==> config.mk <==
export PLATFORM = sky130hd
export DESIGN_NAME = snake_motion_ctrl
export DESIGN_NICKNAME = d
export VERILOG_FILES = /design/src/rtl/snake_pkg.sv /design/src/rtl/snake_dir_queue.sv /design/src/rtl/snake_motion_ctrl.sv
export SDC_FILE = /design/constraint.sdc
export NUM_CORES = 1
export LEC_CHECK = 0
export BUFFER_PORTS_ARGS = -buffer_cell sky130_fd_sc_hd__buf_4
export CAP_MARGIN = 15
export CORE_MARGIN = 2
export CORE_UTILIZATION = 40
export DETAILED_ROUTE_END_ITERATION = 8
export PLACE_DENSITY = 0.57
export SYNTH_ARGS = -nofsm -noshare
export SYNTH_HDL_FRONTEND = slang
export SYNTH_HIERARCHICAL = 1
export SYNTH_SLANG_ARGS = --single-unit
==> constraint.sdc <==
create_clock -name clk -period 5.15 [get_ports clk]
set_input_delay 0 -clock clk [delete_from_list [all_inputs] [get_ports clk]]
set_output_delay 0 -clock clk [all_outputs]
set_load 0.02 [all_outputs]
==> src/rtl/snake_pkg.sv <==
// Shared types and helpers for the snake head controller: direction and game-state
// encodings, the reversal helper and default grid/tick constants.
package snake_pkg;

    typedef enum logic [1:0] {
        DirUp    = 2'b00,
        DirLeft  = 2'b01,
        DirDown  = 2'b10,
        DirRight = 2'b11
    } dir_t;

    typedef enum logic [1:0] {
        StIdle  = 2'b00,
        StRun   = 2'b01,
        StPause = 2'b10,
        StOver  = 2'b11
    } state_t;

    localparam int unsigned GridWDefault   = 16;
    localparam int unsigned GridHDefault   = 16;
    localparam int unsigned TickDivDefault = 6_250_000;

    // Up/down and left/right differ only in bit 1 of the encoding.
    function automatic dir_t opposite(input dir_t d);
        return dir_t'(d ^ 2'b10);
    endfunction

endpackage

==> src/rtl/snake_dir_queue.sv <==
// Two-entry turn buffer. Requests that repeat or reverse the most recent direction
// (tail entry, or ref_dir when empty) are dropped, as are requests when full.
module snake_dir_queue
    import snake_pkg::*;
(
    input  logic clk,
    input  logic reset,
    input  logic clear,
    input  logic push,
    input  dir_t din,
    input  logic pop,
    input  dir_t ref_dir,
    output dir_t dout,
    output logic empty,
    output logic full
);

    dir_t       slot0;
    dir_t       slot1;
    logic [1:0] count;
    dir_t       tail_ref;
    logic       accept;
    logic       do_pop;

    always_comb begin
        tail_ref = ref_dir;
        if (count == 2'd1) begin
            tail_ref = slot0;
        end else if (count == 2'd2) begin
            tail_ref = slot1;
        end
    end

    assign empty  = (count == 2'd0);
    assign full   = (count == 2'd2);
    assign dout   = slot0;
    assign do_pop = pop && !empty;
    // The filter always looks at the pre-pop tail, even when a pop lands on the same edge.
    assign accept = push && !full && (din != tail_ref) && (din != opposite(tail_ref));

    always_ff @(posedge clk) begin
        if (reset) begin
            count <= 2'd0;
            slot0 <= DirUp;
            slot1 <= DirUp;
        end else if (clear) begin
            count <= 2'd0;
        end else begin
            unique case ({do_pop, accept})
                2'b10: begin
                    slot0 <= slot1;
                    count <= count - 2'd1;
                end
                2'b01: begin
                    if (count == 2'd0) begin
                        slot0 <= din;
                    end else begin
                        slot1 <= din;
                    end
                    count <= count + 2'd1;
                end
                // Only reachable with one entry: it leaves, the new one takes its place.
                2'b11: begin
                    slot0 <= din;
                end
                default: begin
                end
            endcase
        end
    end

endmodule

==> src/rtl/snake_motion_ctrl.sv <==
// Snake head game-tick scheduler: run/pause/over FSM, tick counter and head motion.
// Define SNAKE_WRAP_EN to wrap at the grid edges instead of ending the game there.
module snake_motion_ctrl
    import snake_pkg::*;
#(
    parameter int unsigned GRID_W   = GridWDefault,
    parameter int unsigned GRID_H   = GridHDefault,
    parameter int unsigned TICK_DIV = TickDivDefault
) (
    input  logic                      clk,
    input  logic                      reset,
    input  logic                      start,
    input  logic                      pause,
    input  logic                      dir_valid,
    input  logic [1:0]                dir_in,
    input  logic                      collide,
    output logic [$clog2(GRID_W)-1:0] head_x,
    output logic [$clog2(GRID_H)-1:0] head_y,
    output logic [1:0]                cur_dir,
    output logic                      step,
    output logic [1:0]                state
);

    localparam int unsigned XW = $clog2(GRID_W);
    localparam int unsigned YW = $clog2(GRID_H);
    localparam int unsigned CW = $clog2(TICK_DIV);

    localparam logic [XW-1:0] XMax   = XW'(GRID_W - 1);
    localparam logic [YW-1:0] YMax   = YW'(GRID_H - 1);
    localparam logic [XW-1:0] XMid   = XW'(GRID_W / 2);
    localparam logic [YW-1:0] YMid   = YW'(GRID_H / 2);
    localparam logic [CW-1:0] CntMax = CW'(TICK_DIV - 1);

    state_t        state_q;
    logic [CW-1:0] cnt_q;
    logic [XW-1:0] head_x_q;
    logic [YW-1:0] head_y_q;
    dir_t          cur_dir_q;
    logic          step_q;

    logic          q_push;
    logic          q_pop;
    logic          q_clear;
    dir_t          q_dout;
    logic          q_empty;
    logic          q_full;

    logic          tick_go;
    dir_t          new_dir;
    logic [XW-1:0] next_x;
    logic [YW-1:0] next_y;
    logic          off_grid;
    logic          wall_exit;

    // Collide and pause outrank the tick, so a blocked tick neither pops nor moves.
    assign tick_go = (state_q == StRun) && !collide && !pause && (cnt_q == CntMax);
    assign q_pop   = tick_go && !q_empty;
    assign q_push  = dir_valid && ((state_q == StRun) || (state_q == StPause));
    assign q_clear = start && ((state_q == StIdle) || (state_q == StOver));
    assign new_dir = q_empty ? cur_dir_q : q_dout;

    snake_dir_queue u_dir_queue (
        .clk     (clk),
        .reset   (reset),
        .clear   (q_clear),
        .push    (q_push),
        .din     (dir_t'(dir_in)),
        .pop     (q_pop),
        .ref_dir (cur_dir_q),
        .dout    (q_dout),
        .empty   (q_empty),
        .full    (q_full)
    );

    // Candidate cell one step along new_dir, wrapped at the edges; off_grid flags a wrap.
    always_comb begin
        next_x   = head_x_q;
        next_y   = head_y_q;
        off_grid = 1'b0;
        unique case (new_dir)
            DirUp: begin
                if (head_y_q == '0) begin
                    off_grid = 1'b1;
                    next_y   = YMax;
                end else begin
                    next_y = head_y_q - YW'(1);
                end
            end
            DirDown: begin
                if (head_y_q == YMax) begin
                    off_grid = 1'b1;
                    next_y   = '0;
                end else begin
                    next_y = head_y_q + YW'(1);
                end
            end
            DirLeft: begin
                if (head_x_q == '0) begin
                    off_grid = 1'b1;
                    next_x   = XMax;
                end else begin
                    next_x = head_x_q - XW'(1);
                end
            end
            DirRight: begin
                if (head_x_q == XMax) begin
                    off_grid = 1'b1;
                    next_x   = '0;
                end else begin
                    next_x = head_x_q + XW'(1);
                end
            end
            default: begin
            end
        endcase
    end

`ifdef SNAKE_WRAP_EN
    assign wall_exit = 1'b0;
`else
    assign wall_exit = off_grid;
`endif

    always_ff @(posedge clk) begin
        if (reset) begin
            state_q   <= StIdle;
            cnt_q     <= '0;
            head_x_q  <= XMid;
            head_y_q  <= YMid;
            cur_dir_q <= DirUp;
            step_q    <= 1'b0;
        end else begin
            step_q <= 1'b0;
            unique case (state_q)
                StIdle, StOver: begin
                    if (start) begin
                        state_q   <= StRun;
                        cnt_q     <= '0;
                        head_x_q  <= XMid;
                        head_y_q  <= YMid;
                        cur_dir_q <= DirUp;
                    end
                end
                StRun: begin
                    if (collide) begin
                        state_q <= StOver;
                        cnt_q   <= '0;
                    end else if (pause) begin
                        state_q <= StPause;
                    end else if (cnt_q == CntMax) begin
                        cnt_q     <= '0;
                        cur_dir_q <= new_dir;
                        if (wall_exit) begin
                            state_q <= StOver;
                        end else begin
                            head_x_q <= next_x;
                            head_y_q <= next_y;
                            step_q   <= 1'b1;
                        end
                    end else begin
                        cnt_q <= cnt_q + CW'(1);
                    end
                end
                // Counter holds here so the resumed tick lands exactly where it left off.
                StPause: begin
                    if (pause) begin
                        state_q <= StRun;
                    end
                end
                default: begin
                    state_q <= StIdle;
                end
            endcase
        end
    end

    assign head_x  = head_x_q;
    assign head_y  = head_y_q;
    assign cur_dir = cur_dir_q;
    assign step    = step_q;
    assign state   = state_q;

endmodule

==> flow_metrics.py <==
metrics = {
    "status": {
        "status": "complete, no violations",
    },
    "layout": {
        "syn_to_final_growth_pct": 10.9,
        "fill_cells": 676,
        "fin_nets": 355,
        "fin_area_sq_um": 3050,
        "drive_above_1_share_pct": 13.4,
        "antenna_cells": 0,
        "final_cells": 415,
        "final_core_util_pct": 45.4,
    },
    "floorplan": {
        "num_rows": 30,
        "die-width_um": 87.0,
        "core_area_sq_um": 6720,
        "die_h_um": 87.0,
        "die_area_sq_um": 7560,
        "ios": 21,
        "initial_core_util_pct": 41.0,
    },
    "yosys": {
        "synth_most_common_cell": "dfxtp_1",
        "synth_ff_type": "dfxtp_1",
        "yosysUniqueCellTypes": 58,
        "yosys.area.top_type_share_pct": 30.5,
        "syn-num-nets": 335,
        "ys_warn_count": 6,
        "async_flop_share_pct": 0,
        "ys_ff_latch": 42,
        "synth_area_per_cell_sq_um": 8.77,
        "synth_edf_count": 0,
        "ys_seq_area_share_pct": 30.5,
        "synthCells": 314,
        "synth_top_area_cell": "dfxtp_1",
        "syn_area_sq_um": 2750,
        "netlist_top_cells_area": "dfxtp_1, ha_1, nor2_1",
        "yosys-top-cells-count": "dfxtp_1, nor2_1, nand2_1",
    },
    "route": {
        "drtPass1Iterations": 4,
        "vias": 2255,
        "routed_wl_um": 5840,
        "drtIter0Drc": 108,
        "met2WireLength_um": 2540,
        "drt-wirelength-per-cell_um": 14.1,
        "drt-met1-wl_um": 3060,
        "wl_met3_um": 161,
        "ant_nets": 0,
        "viasPerCell": 5.43,
        "drc": 0,
        "dr.max_layer_used": "met4",
    },
    "power_and_ir_drop": {
        "powerDensity_nw_per_um2": 233,
        "irDropWorstVdd_uv": 126,
        "p_leak_nw": 1.15,
    },
    "timing": {
        "finalSetupViolCount": 0,
        "timing.final.ws_setup_ns": 2.54,
        "layout_min_cycle_time_ns": 2.61,
        "rsz0062_at_grt": "false",
        "fin_setup_tns_ns": 0,
        "clock_skew_ns": 0.00582,
        "drv_slew": 0,
        "worst_pin_slew_ns": 0.736,
        "period_share_pct": 50.6,
        "max_freq_mhz": 384,
        "hold_violations": 0,
        "slew_headroom_pct": 50.9,
    },
    "cts": {
        "path_clk_slew_ns": 0.08,
        "clock_latency_ns": 0.29,
        "ctsRootBufferMaster": "clkbuf_8",
        "cts_num_sinks": 42,
        "cts_max_path_buffers": 2,
        "cts_inserted_buffers": 5,
        "h-tree-depth": 2,
        "tritoncts": "yes",
    },
    "critical_path": {
        "crit_slowest_cell": "nor3_1",
        "reg2reg_slack_ns": 2.54,
        "path_cells": "inv_1, ha_1, nor2b_1, and3b_1, mux2i_2, inv_1, ha_1, nor2b_1, nor3_1, nor2_1, a311oi_1",
        "endpoint": "u_dir_queue/dout[0]",
        "crit_path_start": "state[0]",
        "crit_path_end_kind": "flop",
        "cp_max_fo": 5,
        "critPathRequiredTime_ns": 5.36,
        "cp.depth": 11,
        "start_kind": "flop",
        "critPathTopFamily": "simple AND/OR/NAND/NOR gates",
        "cp_slowest_stage_delay_ns": 0.40,
        "critPathKind": "flop to flop",
        "regToRegEndpoint": "u_dir_queue/dout[0]",
        "r2r-start": "state[0]",
        "ff2ff_path_depth": 11,
        "critPathBufInv": 2,
        "cp.arrival_ns": 2.81,
    },
    "grt": {
        "grt_pass1_vias": 2034,
        "overflow": 0,
        "grt_usage_pct": 16.5,
        "grt_pass1_wl_um": 10000,
        "grt_max_degree": 24,
        "antenna_found_initial": 0,
    },
    "placed_design": {
        "postPlaceCellArea_sq_um": 2940,
        "port_buffers": 20,
        "gp_congestion": 0.772,
        "post-place-ws_ns": 2.59,
        "place.detailed.hpwl_um": 4250,
        "dp_cells": 404,
    },
    "hold_path": {
        "hold_path_class": "primary input to flop",
        "hold_path_depth": 2,
    },
    "job": {
        "maxCapViolations": 0,
    },
}
[power by group]
| group | total [W] | leakage [nW] | internal (W) | switching, W |
|---|---|---|---|---|
| Clock | 0.000211 | 0.0452 | 0.0000958 | 0.000115 |
| Sequential | 0.000344 | 0.339 | 0.000333 | 0.0000111 |
| Combinational | 0.000155 | 0.764 | 0.0000649 | 0.0000906 |
| Total | 0.000710 | 1.15 | 0.000493 | 0.000217 |
[kinds of logic (layout without fill, tap and decap cells)]
logic type | count (synthesis) | after routing | share of synthesized area, %
and+or+nand+nor | 147 | 147 | 30.4
AOI/OAI and AO/OA | 45 | 45 | 13.0
DFF | 42 | 42 | 30.5
buffers and inverters | 25 | 46 | 4.64
xor gates and xnor gates | 23 | 23 | 7.32
muxes | 19 | 19 | 8.18
adders and majority gates | 13 | 13 | 5.91
[final cells by class]
type / count / area (sq um) / area share [%]
clock buffers: 6 / 72.6 / 2.38
clock inverters: 2 / 13.8 / 0.451
inverters: 14 / 52.6 / 1.72
multi-input cells: 247 / 1780 / 58.5
flip-flops and latches: 42 / 841 / 27.6
well taps: 80 / 100 / 3.28
repair buffers: 24 / 188 / 6.15
[registers in the layout, summed over array words and instances (netlist names)]
| signal | flops |
|---|---|
| head_y | 4 |
| cnt_q | 23 |
| state | 2 |
| step | 1 |
| u_dir_queue/count | 2 |
| head_x | 4 |
| u_dir_queue/dout | 2 |
| u_dir_queue/slot1 | 2 |
| cur_dir | 2 |
[through the flow]
stage / power [W] / hold WS [ns]
after global routing: 0.000754 / 0.0563
after detailed placement: 0.000504 / 0.235
after floorplan: 0.000468 / 0.0646
final: 0.000710 / 0.0508
after global placement: 0.000504 / 0.230
after CTS: 0.000724 / 0.0430
[layout by cell type, fill, tap and decap left out, types with 2 or more instances in the layout]
cell | Yosys | final
nand2_1 | 17 | 17
and3b_1 | 3 | 3
xnor2_1 | 7 | 7
and3_1 | 6 | 6
or3b_1 | 3 | 3
buf_4 | 0 | 21
and4_1 | 6 | 6
nor4b_1 | 3 | 3
mux2i_2 | 2 | 2
o21a_1 | 2 | 2
clkbuf_8 | 0 | 5
nor2_1 | 40 | 40
o21ai_0 | 6 | 6
o2bb2ai_1 | 3 | 3
o21bai_1 | 2 | 2
mux2i_4 | 2 | 2
nand2b_1 | 6 | 6
nand3_1 | 15 | 15
dlygate4sd3_1 | 0 | 3
a21oi_1 | 9 | 9
inv_1 | 14 | 14
ha_1 | 13 | 13
nand3b_1 | 3 | 3
nor4_1 | 5 | 5
nor2b_1 | 6 | 6
a311oi_1 | 2 | 2
nand4_1 | 8 | 8
a31oi_1 | 4 | 4
and2_1 | 5 | 5
dfxtp_1 | 42 | 42
nor3_2 | 2 | 2
nor3_1 | 6 | 6
nor3b_1 | 5 | 5
mux2i_1 | 13 | 13
a2bb2oi_1 | 4 | 4
xor2_1 | 16 | 16
a32oi_1 | 2 | 2
[worst min-delay path by stage]
stage,startpoint,endpoint
after global placement,pause,step
final,reset,u_dir_queue/slot1[1]
after CTS,reset,u_dir_queue/slot1[1]
after floorplan,reset,u_dir_queue/dout[1]
after detailed placement,pause,step
after global routing,reset,u_dir_queue/slot1[1]
[timing repair]
| action | 4_1_cts | 5_1_grt |
|---|---|---|
| setup buffers | 0 | 0 |
| gates resized for setup | 0 | 0 |
| hold buffers | 3 | 0 |
| endpoints found under the hold margin | 3 | 0 |
[per-layer routing]
metal,vias to the layer above,track usage [%]
li1,1170,-
met1,1045,24.7
met2,32,24.0
met3,8,2.94
met4,0,4.69
met5,-,0
Power figures use the tool's default switching activity.
